<file path="config.mk">
export PLATFORM = sky130hd
export DESIGN_NAME = shiftreg_chain_driver_flat
export DESIGN_NICKNAME = d
export VERILOG_FILES = /design/src/rtl/shiftreg_chain_driver_if.sv /design/src/rtl/shiftreg_chain_driver.sv /design/src/flat_wrapper.sv
export SDC_FILE = /design/constraint.sdc
export NUM_CORES = 1
export LEC_CHECK = 0
export CORE_MARGIN = 2
export CORE_UTILIZATION = 55
export CTS_CLUSTER_SIZE = 30
export DETAILED_ROUTE_END_ITERATION = 12
export GPL_TIMING_DRIVEN = 0
export PLACE_DENSITY_LB_ADDON = 0.3
export SLEW_MARGIN = 20
export SYNTH_ARGS = -nofsm -noshare
export SYNTH_HDL_FRONTEND = slang
export SYNTH_SLANG_ARGS = --single-unit
</file>
<file path="constraint.sdc">
create_clock -name clk -period 4.1 [get_ports clk]
set_clock_uncertainty 0.2 [all_clocks]
set_input_delay 0.615 -clock clk [delete_from_list [all_inputs] [get_ports clk]]
set_output_delay 0.615 -clock clk [all_outputs]
set_load 0.01 [all_outputs]
</file>
<file path="src/rtl/shiftreg_chain_driver_if.sv">
// Host-side bundle for the shift-register chain driver: frame request, bit order,
// clock enable and the serial/handshake outputs.
interface shiftreg_chain_driver_if #(
  parameter int unsigned TOTAL = 16
);
  logic             en;
  logic [TOTAL-1:0] data;
  logic             start;
  logic             lsb_first;
  logic             sda;
  logic             sck;
  logic             latch;
  logic             busy;
  logic             done;

  modport master (
    output en, data, start, lsb_first,
    input  sda, sck, latch, busy, done
  );

  modport slave (
    input  en, data, start, lsb_first,
    output sda, sck, latch, busy, done
  );
endinterface

</file>
<file path="src/rtl/shiftreg_chain_driver.sv">
// Serial driver for a daisy-chain of 74HC164/74HC595-style shift registers:
// shifts a captured parallel frame out on sda/sck and pulses the storage latch.
module shiftreg_chain_driver #(
  parameter int unsigned WIDTH   = 8,
  parameter int unsigned NUM_DEV = 2,
  parameter int unsigned CLK_DIV = 2
) (
  input logic                    clk,
  input logic                    nrst,
  shiftreg_chain_driver_if.slave bus
);

  localparam int unsigned TOTAL = WIDTH * NUM_DEV;
  localparam int unsigned BIT_W = (TOTAL > 1) ? $clog2(TOTAL) : 1;
  localparam int unsigned DIV_W = (CLK_DIV > 1) ? $clog2(CLK_DIV) : 1;

  localparam logic [BIT_W-1:0] BIT_LAST = BIT_W'(TOTAL - 1);
  localparam logic [DIV_W-1:0] DIV_LAST = DIV_W'(CLK_DIV - 1);

  typedef enum logic [1:0] {
    IDLE     = 2'd0,
    SHIFT_LO = 2'd1,
    SHIFT_HI = 2'd2,
    LATCH    = 2'd3
  } state_t;

  state_t           state_q, state_d;
  logic [TOTAL-1:0] sr_q, sr_d;
  logic             lsb_q, lsb_d;
  logic [BIT_W-1:0] bit_cnt_q, bit_cnt_d;
  logic [DIV_W-1:0] div_cnt_q, div_cnt_d;
  logic             sda_q, sda_d;
  logic             sck_q, sck_d;
  logic             latch_q, latch_d;
  logic             busy_q, busy_d;
  logic             done_q, done_d;

  logic [TOTAL-1:0] sr_shift;
  logic             div_end;

  // State and output registers; en freezes everything except reset.
  always_ff @(posedge clk) begin
    if (!nrst) begin
      state_q   <= IDLE;
      sr_q      <= '0;
      lsb_q     <= 1'b0;
      bit_cnt_q <= '0;
      div_cnt_q <= '0;
      sda_q     <= 1'b0;
      sck_q     <= 1'b0;
      latch_q   <= 1'b0;
      busy_q    <= 1'b0;
      done_q    <= 1'b0;
    end else if (bus.en) begin
      state_q   <= state_d;
      sr_q      <= sr_d;
      lsb_q     <= lsb_d;
      bit_cnt_q <= bit_cnt_d;
      div_cnt_q <= div_cnt_d;
      sda_q     <= sda_d;
      sck_q     <= sck_d;
      latch_q   <= latch_d;
      busy_q    <= busy_d;
      done_q    <= done_d;
    end
  end

  // Next-state and next-output logic; every half-period lasts CLK_DIV cycles.
  always_comb begin
    state_d   = state_q;
    sr_d      = sr_q;
    lsb_d     = lsb_q;
    bit_cnt_d = bit_cnt_q;
    div_cnt_d = div_cnt_q;
    sda_d     = sda_q;
    sck_d     = sck_q;
    latch_d   = latch_q;
    busy_d    = busy_q;
    done_d    = 1'b0;

    div_end  = (div_cnt_q == DIV_LAST);
    sr_shift = lsb_q ? (sr_q >> 1) : (sr_q << 1);

    case (state_q)
      IDLE: begin
        sda_d   = 1'b0;
        sck_d   = 1'b0;
        latch_d = 1'b0;
        busy_d  = 1'b0;
        if (bus.start) begin
          state_d   = SHIFT_LO;
          sr_d      = bus.data;
          lsb_d     = bus.lsb_first;
          bit_cnt_d = '0;
          div_cnt_d = '0;
          sda_d     = bus.lsb_first ? bus.data[0] : bus.data[TOTAL-1];
          busy_d    = 1'b1;
        end
      end

      SHIFT_LO: begin
        if (div_end) begin
          div_cnt_d = '0;
          sck_d     = 1'b1;
          state_d   = SHIFT_HI;
        end else begin
          div_cnt_d = DIV_W'(div_cnt_q + 1'b1);
        end
      end

      SHIFT_HI: begin
        if (div_end) begin
          div_cnt_d = '0;
          sck_d     = 1'b0;
          if (bit_cnt_q == BIT_LAST) begin
            state_d = LATCH;
            sda_d   = 1'b0;
            latch_d = 1'b1;
          end else begin
            // Next bit goes out on the falling sck edge so setup equals hold.
            state_d   = SHIFT_LO;
            sr_d      = sr_shift;
            bit_cnt_d = BIT_W'(bit_cnt_q + 1'b1);
            sda_d     = lsb_q ? sr_shift[0] : sr_shift[TOTAL-1];
          end
        end else begin
          div_cnt_d = DIV_W'(div_cnt_q + 1'b1);
        end
      end

      LATCH: begin
        if (div_end) begin
          div_cnt_d = '0;
          state_d   = IDLE;
          latch_d   = 1'b0;
          busy_d    = 1'b0;
          done_d    = 1'b1;
        end else begin
          div_cnt_d = DIV_W'(div_cnt_q + 1'b1);
        end
      end

      default: begin
        state_d = IDLE;
      end
    endcase
  end

  assign bus.sda   = sda_q;
  assign bus.sck   = sck_q;
  assign bus.latch = latch_q;
  assign bus.busy  = busy_q;
  assign bus.done  = done_q;

endmodule

</file>
<file path="src/flat_wrapper.sv">
// flat-port wrapper written by rule: the top's interface ports become plain ports
module shiftreg_chain_driver_flat 
#(
  parameter int unsigned WIDTH   = 8,
  parameter int unsigned NUM_DEV = 2,
  parameter int unsigned CLK_DIV = 2
)
  (clk, nrst, bus_en, bus_data, bus_start, bus_lsb_first, bus_sda, bus_sck, bus_latch, bus_busy, bus_done);
  shiftreg_chain_driver_if #(.TOTAL((16))) bus_i ();
  input logic clk;
  input logic nrst;
  input wire logic [$bits(bus_i.en)-1:0] bus_en;
  input wire logic [$bits(bus_i.data)-1:0] bus_data;
  input wire logic [$bits(bus_i.start)-1:0] bus_start;
  input wire logic [$bits(bus_i.lsb_first)-1:0] bus_lsb_first;
  output wire logic [$bits(bus_i.sda)-1:0] bus_sda;
  output wire logic [$bits(bus_i.sck)-1:0] bus_sck;
  output wire logic [$bits(bus_i.latch)-1:0] bus_latch;
  output wire logic [$bits(bus_i.busy)-1:0] bus_busy;
  output wire logic [$bits(bus_i.done)-1:0] bus_done;
  assign bus_i.en = bus_en;
  assign bus_i.data = bus_data;
  assign bus_i.start = bus_start;
  assign bus_i.lsb_first = bus_lsb_first;
  assign bus_sda = bus_i.sda;
  assign bus_sck = bus_i.sck;
  assign bus_latch = bus_i.latch;
  assign bus_busy = bus_i.busy;
  assign bus_done = bus_i.done;
  shiftreg_chain_driver #(.WIDTH(WIDTH), .NUM_DEV(NUM_DEV), .CLK_DIV(CLK_DIV)) u_core (.clk(clk), .nrst(nrst), .bus(bus_i));
endmodule
</file>
-- Yosys cells after proc, flatten, opt, wreduce, memory -nomap -nowiden
Index checks and enable logic that the tools add are counted.
- flip-flop bits (word level): 29
- eq/ne operators: 10
- $add $sub $neg: 2
- reductions and logical operators: 14
- muxes and demuxes: 34
- operator list (cell ; number):
    $mux W16 ; 4
    $pmux W16 S2 ; 1
    $reduce_and A5 Y1 ; 3
    $mux W1 ; 14
    $mux W4 ; 3
    $mux W2 ; 5
    $reduce_and A3 Y1 ; 3
    $ne A2 B1 Y1 const B ; 4
    $pmux W2 S4 ; 1
    $pmux W4 S2 ; 1
    $pmux W1 S2 ; 3
    $pmux W1 S3 ; 2
    $reduce_bool A3 Y1 ; 2
    $add A4 B1 Y4 const B ; 1
    $eq A2 B2 Y1 const B ; 2
    $eq A4 B4 Y1 const B ; 1
    $ne A2 B2 Y1 const B ; 2
    $reduce_and A4 Y1 ; 1
    $reduce_bool A2 Y1 ; 2
    $reduce_or A3 Y1 ; 1
    $eq A2 B1 Y1 const B ; 1
    $logic_not A2 Y1 ; 1
    $reduce_and A2 Y1 ; 1
    $add A1 B1 Y1 const B ; 1

-- Depth between registers and ports, before layout
Gate-level depths: netlist (run 1).
- word-level depth: 5
- mapped depth: 7
- gate-level depth less buffers: 5

-- Worst setup path after synthesis (run 1)
No wires, ideal clock.
- kind: in2reg
- start: input port bus_en
- end: register u_core.sr_q[0]
- path buffers: 1
- arrival time: 1376 ps
- slack: 2405 ps
- setup time: 119 ps
- stages on the path: 5
- path through: nor2b_4 -> o221ai_4 -> buf_4 -> a211oi_2 -> nor3_2
- cells in the longest elaborated chain, start to end: 1
- RTL lines (element ; RTL line ; source):
    start, declared ; flat_wrapper.sv:12 ; input wire logic [$bits(bus_i.en)-1:0] bus_en;
    $reduce_and A5 Y1 (no source line) ; n/a ;
    end signal, assigned ; shiftreg_chain_driver.sv:56 ; sr_q <= sr_d;
    end, declared ; shiftreg_chain_driver.sv:28 ; logic [TOTAL-1:0] sr_q, sr_d;
Every way passes these cells.
A chain may end at the register's enable or synchronous reset.

-- Worst setup path after layout (run 1)
Same ends and word-level chain as after synthesis.

==> results of run 1 <==
[worst max-delay path, cell delays in order]
cell and delay, ns:
clkdlybuf4s50_1 0.53, nor2b_4 0.24, o221ai_4 0.19, buf_4 0.23, a211oi_2 0.23, nor3_2 0.06
[cell type report]
cell class	instances	share of cell area, %
clock inverters	2	0.518
repair buffers	25	12.9
flip-flops and latches	29	30.0
clock buffers	6	2.14
multi-input cells	139	46.7
inverters	2	0.388
plain buffers	14	5.31
well taps	31	2.01
[report_power, final]
part	total (mW)	internal [mW]	switching, mW
clock	0.163	0.0651	0.0977
combinational	0.0957	0.0507	0.0451
sequential	0.301	0.293	0.00856
total	0.560	0.408	0.151
[metrics by stage]
| step | area, um^2 | total power, mW | setup slack [ns] |
|---|---|---|---|
| finish | 1930 | 0.560 | 2.01 |
| detailed placement | 1880 | 0.402 | 1.68 |
| CTS | 1930 | 0.565 | 2.03 |
| global placement | 1880 | 0.398 | 1.73 |
| floorplan | 1590 | 0.364 | 2.41 |
| global route | 1930 | 0.585 | 1.95 |
[cells by family after synthesis]
kind of cell             count (synthesis)  share of synthesized area, %
adder cells (fa/ha/maj)                  1                         0.785
AND/OR/NAND/NOR                         64                          20.0
flip-flops                              29                          36.4
AO/OA/AOI/OAI                           57                          25.1
buffers and inverters                   16                          6.91
multiplexers                            17                          10.8
[routing by layer]
layer,part of all wire [%],up-vias
li1,-,731
met1,41,721
met2,52,40
met3,4.1,10
met4,2.2,0
met5,0,-
[worst max path at each step]
stage / slack [ns] / endpoint / start / depth (start not counted)
after CTS: 2.03 / u_core.sr_q[0] / bus_en / 6
after global routing: 1.95 / u_core.sr_q[6] / bus_en / 6
after detailed placement: 1.68 / u_core.sr_q[0] / bus_en / 6
final: 2.01 / u_core.sr_q[0] / bus_en / 6
after global placement: 1.73 / u_core.sr_q[0] / bus_en / 6
after floorplan: 2.41 / u_core.sr_q[0] / bus_en / 5
[placed cells by master (no fill, tap or decap), types with 2 or more instances in the layout]
master,count
buf_4,7
a211o_1,14
nor2b_4,2
clkdlybuf4s50_1,25
nand2b_1,2
clkinv_2,2
buf_6,3
nor3b_1,2
nand2_1,21
nor2_1,20
clkbuf_1,4
mux2i_1,16
a21oi_1,24
o21ai_1,2
clkbuf_4,5
o21ai_0,4
dfxtp_1,29
a211oi_1,3
and3_1,2
nand3_1,6
a31oi_1,2
[sequential cells by signal (all words and copies together) (netlist names)]
register          count
u_core.state_q        2
u_core.bus.busy       1
u_core.div_cnt_q      1
u_core.bus.done       1
u_core.bus.latch      1
u_core.bus.sda        1
u_core.lsb_q          1
u_core.bit_cnt_q      4
u_core.sr_q          16
u_core.bus.sck        1
[Yosys cell counts]
| master | instances |
|---|---|
| o311ai_1 | 1 |
| and2_4 | 1 |
| nor3_1 | 1 |
| buf_2 | 1 |
| a22o_1 | 1 |
| and2b_1 | 1 |
| buf_6 | 3 |
| mux2i_1 | 16 |
| nand4b_1 | 1 |
| or3_1 | 1 |
| a211oi_1 | 3 |
| o221ai_4 | 1 |
| a21oi_1 | 24 |
| mux2_2 | 1 |
| ha_1 | 1 |
| a311oi_1 | 1 |
| nand3_1 | 6 |
| o31ai_1 | 1 |
| a31oi_1 | 2 |
| nor2b_1 | 1 |
| o221a_1 | 1 |
| o21a_1 | 1 |
| and3_1 | 2 |
| nand2_1 | 21 |
| nor2b_4 | 2 |
| buf_4 | 7 |
| o21ai_1 | 2 |
| or2_2 | 1 |
| a211o_1 | 14 |
| a211oi_2 | 1 |
| nand2b_2 | 1 |
| dfxtp_1 | 29 |
| nor3_2 | 1 |
| nor3b_1 | 2 |
| clkinv_1 | 1 |
| clkbuf_1 | 3 |
| inv_1 | 1 |
| nand2b_1 | 2 |
| o21ai_0 | 4 |
| nor2_1 | 20 |
==> flow_summary.yaml, run 1 <==
clock_tree:
  postCtsSetupRepairBufs: 0
  cts_tree: "done"
  clk_path_buf_depth: 2
  path_clk_slew_ns: 0.09
  htree_levels: 2
  clock_latency_ns: 0.33
  cts-root-buf: "clkbuf_4"
  cts_buffers: 5
  clock-sinks: 29
  cts_hold_buf: 0
  ctsResizeCount: 0
yosys:
  ys_types: 40
  synth_area_leaders: "dfxtp_1 (36%), mux2i_1 (10%), a211o_1 (7.7%), a21oi_1 (7.5%), nand2_1 (4.9%)"
  syn_area_mm2: 0.00159
  netlist_instances: 184
  netlist.area_leader.share_pct: 36.4
  synth_fp_nets: 206
  synth_largest_area_cell: "dfxtp_1"
  synth_seq_cells: 29
  avgSynthCellArea_um2: 8.66
  ys.warnings.count: 0
  ys_seq_area_share_pct: 36.4
critical_path:
  reg2regPathDepth: 6
  crit_type: "in2reg"
  r2r-start: "u_core.bit_cnt_q[0]"
  required_ns: 4.12
  crit_arrival_ns: 2.11
  crit_path_start_kind: "input port"
  r2r_slack_ns: 2.15
  r2r-end: "u_core.sr_q[7]"
  crit_fanout: 10
  cp-end-kind: "flop"
global_routing:
  grt_overflow_total: 0
  met1_usage_pct: 26.8
  grt_antenna_before_repair: 0
  grt_pass1_wl_um: 6280
  gr-max-usage-layer: "met2"
  grt_usage_pct: 24.6
  grt_pass1_vias: 1480
  use_met2_pct: 42.9
  use_met3_pct: 6.70
  grt_max_degree: 11
sta:
  worst_pin_slew_ns: 0.471
  period_minus_slack_ns: 2.09
  fmax_mhz: 479
  min_period_over_period_pct: 50.9
  rsz0062_at_grt: "false"
  drv_slew: 0
  hold_slack_ns: 0.274
  tns_ns: 0
  hold_viol_final: 0
  slew_headroom_pct: 68.6
  setup_viol: 0
outcome:
  outcome: "finished, final reports clean"
layout:
  stdcell_count: 248
  nets: 238
  final-seq-area_um2: 581
  area_growth_pct: 21.4
  diodes: 0
  n_fill_cell: 225
  multi_input_area_um2: 902
  utilization_pct: 70.1
  drive_gt1_share_pct: 12.4
min_path:
  hold_depth: 2
  whs_endpoint: "u_core.bus.done"
  min_from: "u_core.bus.done"
  hp-class: "reg2reg"
die:
  start_util_pct: 57.8
  dieWidth_um: 57.8
  die_area_mm2: 0.00334
  die_y_um: 57.8
  fp.coreArea_mm2: 0.00276
  ios: 26
  num_rows: 19
drt:
  routed_wl_um: 3810
  wl_per_cell_um: 15.4
  dr.first_iter.drc_count: 64
  dr.pass1.iters: 4
  avgViaCountPerCell: 6.06
  dr_total_vias: 1502
  route.detailed.drc: 0
  ant_nets: 0
place:
  gp_congestion: 0.794
  dp.cells: 240
  numPortBuffers: 25
  place_hpwl_um: 2760
power:
  p_leak_nw: 0.693
  vdd_drop_max_v: 0.000252
  powerDensity_mw_per_mm2: 290
job:
  max_cap_violations: 0
No activity file was read; power rests on OpenSTA's default activity.
==> run 2: changes to the inputs <==
--- a/config.mk
+++ b/config.mk
@@ -6,7 +6,7 @@
 export NUM_CORES = 1
 export LEC_CHECK = 0
 export CORE_MARGIN = 2
-export CORE_UTILIZATION = 55
+export CORE_UTILIZATION = 47
 export CTS_CLUSTER_SIZE = 30
 export DETAILED_ROUTE_END_ITERATION = 12
 export GPL_TIMING_DRIVEN = 0
==> constraint.sdc (replaced) <==
create_clock -name clk -period 1.8 [get_ports clk]
set_clock_uncertainty 0.2 [all_clocks]
set_input_delay 0.27 -clock clk [delete_from_list [all_inputs] [get_ports clk]]
set_output_delay 0.27 -clock clk [all_outputs]
set_load 0.01 [all_outputs]
==> run 2 against run 1 <==
Compared with the run above: first-iteration DRC count grew 36%; flip-flop and latch count is the same; sequential power rose by 130%; routed wire length rose by 1.3%; clock-buffer cell count is 1 higher; clock power rose to 3.4 times the previous value; non-clock buffer count grew 4; setup slack lost 1.9 ns; hold slack got worse by 0.050 ns; final area rose by 6.2%; utilization shrank 7.6 points; critical endpoint is now u_core.sr_q[3]; largest cell class unchanged.
==> flow_summary.yaml, run 2 (synthesis gave the netlist of run 1 again) <==
outcome:
  outcome: "finished, final reports clean"
layout:
  largest_reg_flops: 16
  regMostFlops: "u_core.sr_q"
  layout_common_cells: "dfxtp_1 (29), a21oi_1 (24), clkdlybuf4s50_1 (24), nand2_1 (21), nor2_1 (20)"
  diodes: 0
  final_common_cell: "dfxtp_1"
  utilization_pct: 62.5
  nets: 243
  area_growth_pct: 28.9
  drive_gt1_share_pct: 15.3
  largest_registers: "u_core.sr_q: 16 flops, u_core.bit_cnt_q: 4 flops, u_core.state_q: 2 flops"
clock_tree:
  clk_path_buf_depth: 2
  cts_buffers: 5
  cts_hold_buf: 0
  htree_levels: 2
  clock_latency_ns: 0.33
  cts-root-buf: "clkbuf_4"
  path_clk_slew_ns: 0.09
  cts_tree: "done"
  clock-sinks: 29
sta:
  hold_viol_final: 0
  setup_viol: 0
  slew_headroom_pct: 65.1
  worst_pin_slew_ns: 0.524
  min_period_over_period_pct: 94.9
  drv_slew: 0
  rsz0062_at_grt: "false"
  fin_ws_ns: 0.0919
  period_minus_slack_ns: 1.71
  fmax_mhz: 585
global_routing:
  grt_overflow_total: 0
  grt_max_degree: 11
  grt_antenna_before_repair: 0
  grt_pass1_vias: 1416
  grt_usage_pct: 20.3
  grt_pass1_wl_um: 6290
critical_path:
  crit_path_start_kind: "flop"
  crit_type: "reg2reg"
  max_stage_delay_ns: 0.38
  crit_fanout: 5
  path_cells: "ha_2 -> nand3_4 -> o221ai_4 -> buf_4 -> a211o_1 -> a21oi_1"
  crit_arrival_ns: 1.71
  slowest_stage: "dfxtp_1"
  required_ns: 1.80
  r2r_slack_ns: 0.09
  cp-end-kind: "flop"
drt:
  routed_wl_um: 3860
  dr.pass1.iters: 4
  ant_nets: 0
  dr.first_iter.drc_count: 87
  avgViaCountPerCell: 5.57
  dr_total_vias: 1492
  wl_per_cell_um: 14.4
  route.detailed.drc: 0
place:
  gp_congestion: 0.796
  place_hpwl_um: 2680
  numPortBuffers: 25
  dp_slack_ns: -0.242
die:
  fp.coreArea_mm2: 0.00328
  start_util_pct: 48.5
  dieWidth_um: 62.2
  die_y_um: 62.2
  die_area_mm2: 0.00387
  ios: 26
  num_rows: 21
power:
  powerDensity_mw_per_mm2: 719
  vdd_drop_max_v: 0.000478
  p_leak_nw: 0.733
job:
  max_cap_violations: 0
min_path:
  hp-class: "in2reg"
## run 2: cell count changes in the layout (fill, tap and decap cells not counted), sizes merged
cell	change
bufinv	+1
clkinv	-2
dlymetal6s2s	+1
clkdlybuf4s50	-1
o221ai	+1
buf	+4
clkbuf	+1
## run 2: stage by stage
| step | hold WS (ns) | setup TNS, ns | cell area, um^2 | total power, mW | cells |
|---|---|---|---|---|---|
| after floorplan | 0.211 | 0 | 1590 | 0.829 | 184 |
| after global placement | 0.259 | -3.39 | 1900 | 0.909 | 255 |
| after detailed placement | 0.265 | -3.99 | 1900 | 0.915 | 255 |
| after CTS | 0.278 | 0 | 2010 | 1.49 | 265 |
| after global routing | 0.256 | 0 | 2050 | 1.55 | 268 |
| final | 0.224 | 0 | 2050 | 1.48 | 268 |
## run 2: path summary, 6_finish.rpt
kind,startpoint,end,cells past startpoint
setup / recovery,u_core.bit_cnt_q[0],u_core.sr_q[3],6
hold / removal,bus_en,u_core.bus.latch,3
setup reg to reg,u_core.bit_cnt_q[0],u_core.sr_q[3],6
hold reg to reg,u_core.sr_q[15],u_core.sr_q[15],2
## run 2: repair_timing
item,CTS,global route
buffers inserted,2,0
cloned,0,3
hold endpoints to repair,0,0
pin swaps,1,1
setup endpoints to repair,18,18
gates resized for setup,1,6
## run 2: routing by layer
metal  track usage [%]  wire length [um]  part of all wire [%]  up-vias
met1              23.1              1630                    42      711
met2              35.2              2010                    52       39
met5                 0                 0                     0        -
met4              8.06                21                  0.54        0
met3              6.70               198                   5.1        2
li1                  -                 -                     -      740
## run 2: report_power, final
part	switching, mW	internal (mW)	total, mW
registers	0.0187	0.667	0.685
clock network	0.230	0.332	0.562
logic	0.106	0.123	0.230
total	0.355	1.12	1.48
## run 2: final cells by class
cell class,count,area [um^2]
fillers,308,1230
multi-input cells,140,932
flip-flops and latches,29,581
repair buffers,29,280
plain buffers,14,110
well taps,46,57.6
clock buffers,7,55.1
clock inverters,1,30.0
inverters,2,7.51
## run 2: worst max-delay path: cells and delay by family (launching register included)
kind,cells,cell delay [ns]
DFF,1,0.38
adders and majority gates,1,0.24
AOI/OAI and AO/OA,3,0.42
buffers and inverters,1,0.21
and+or+nand+nor,1,0.13
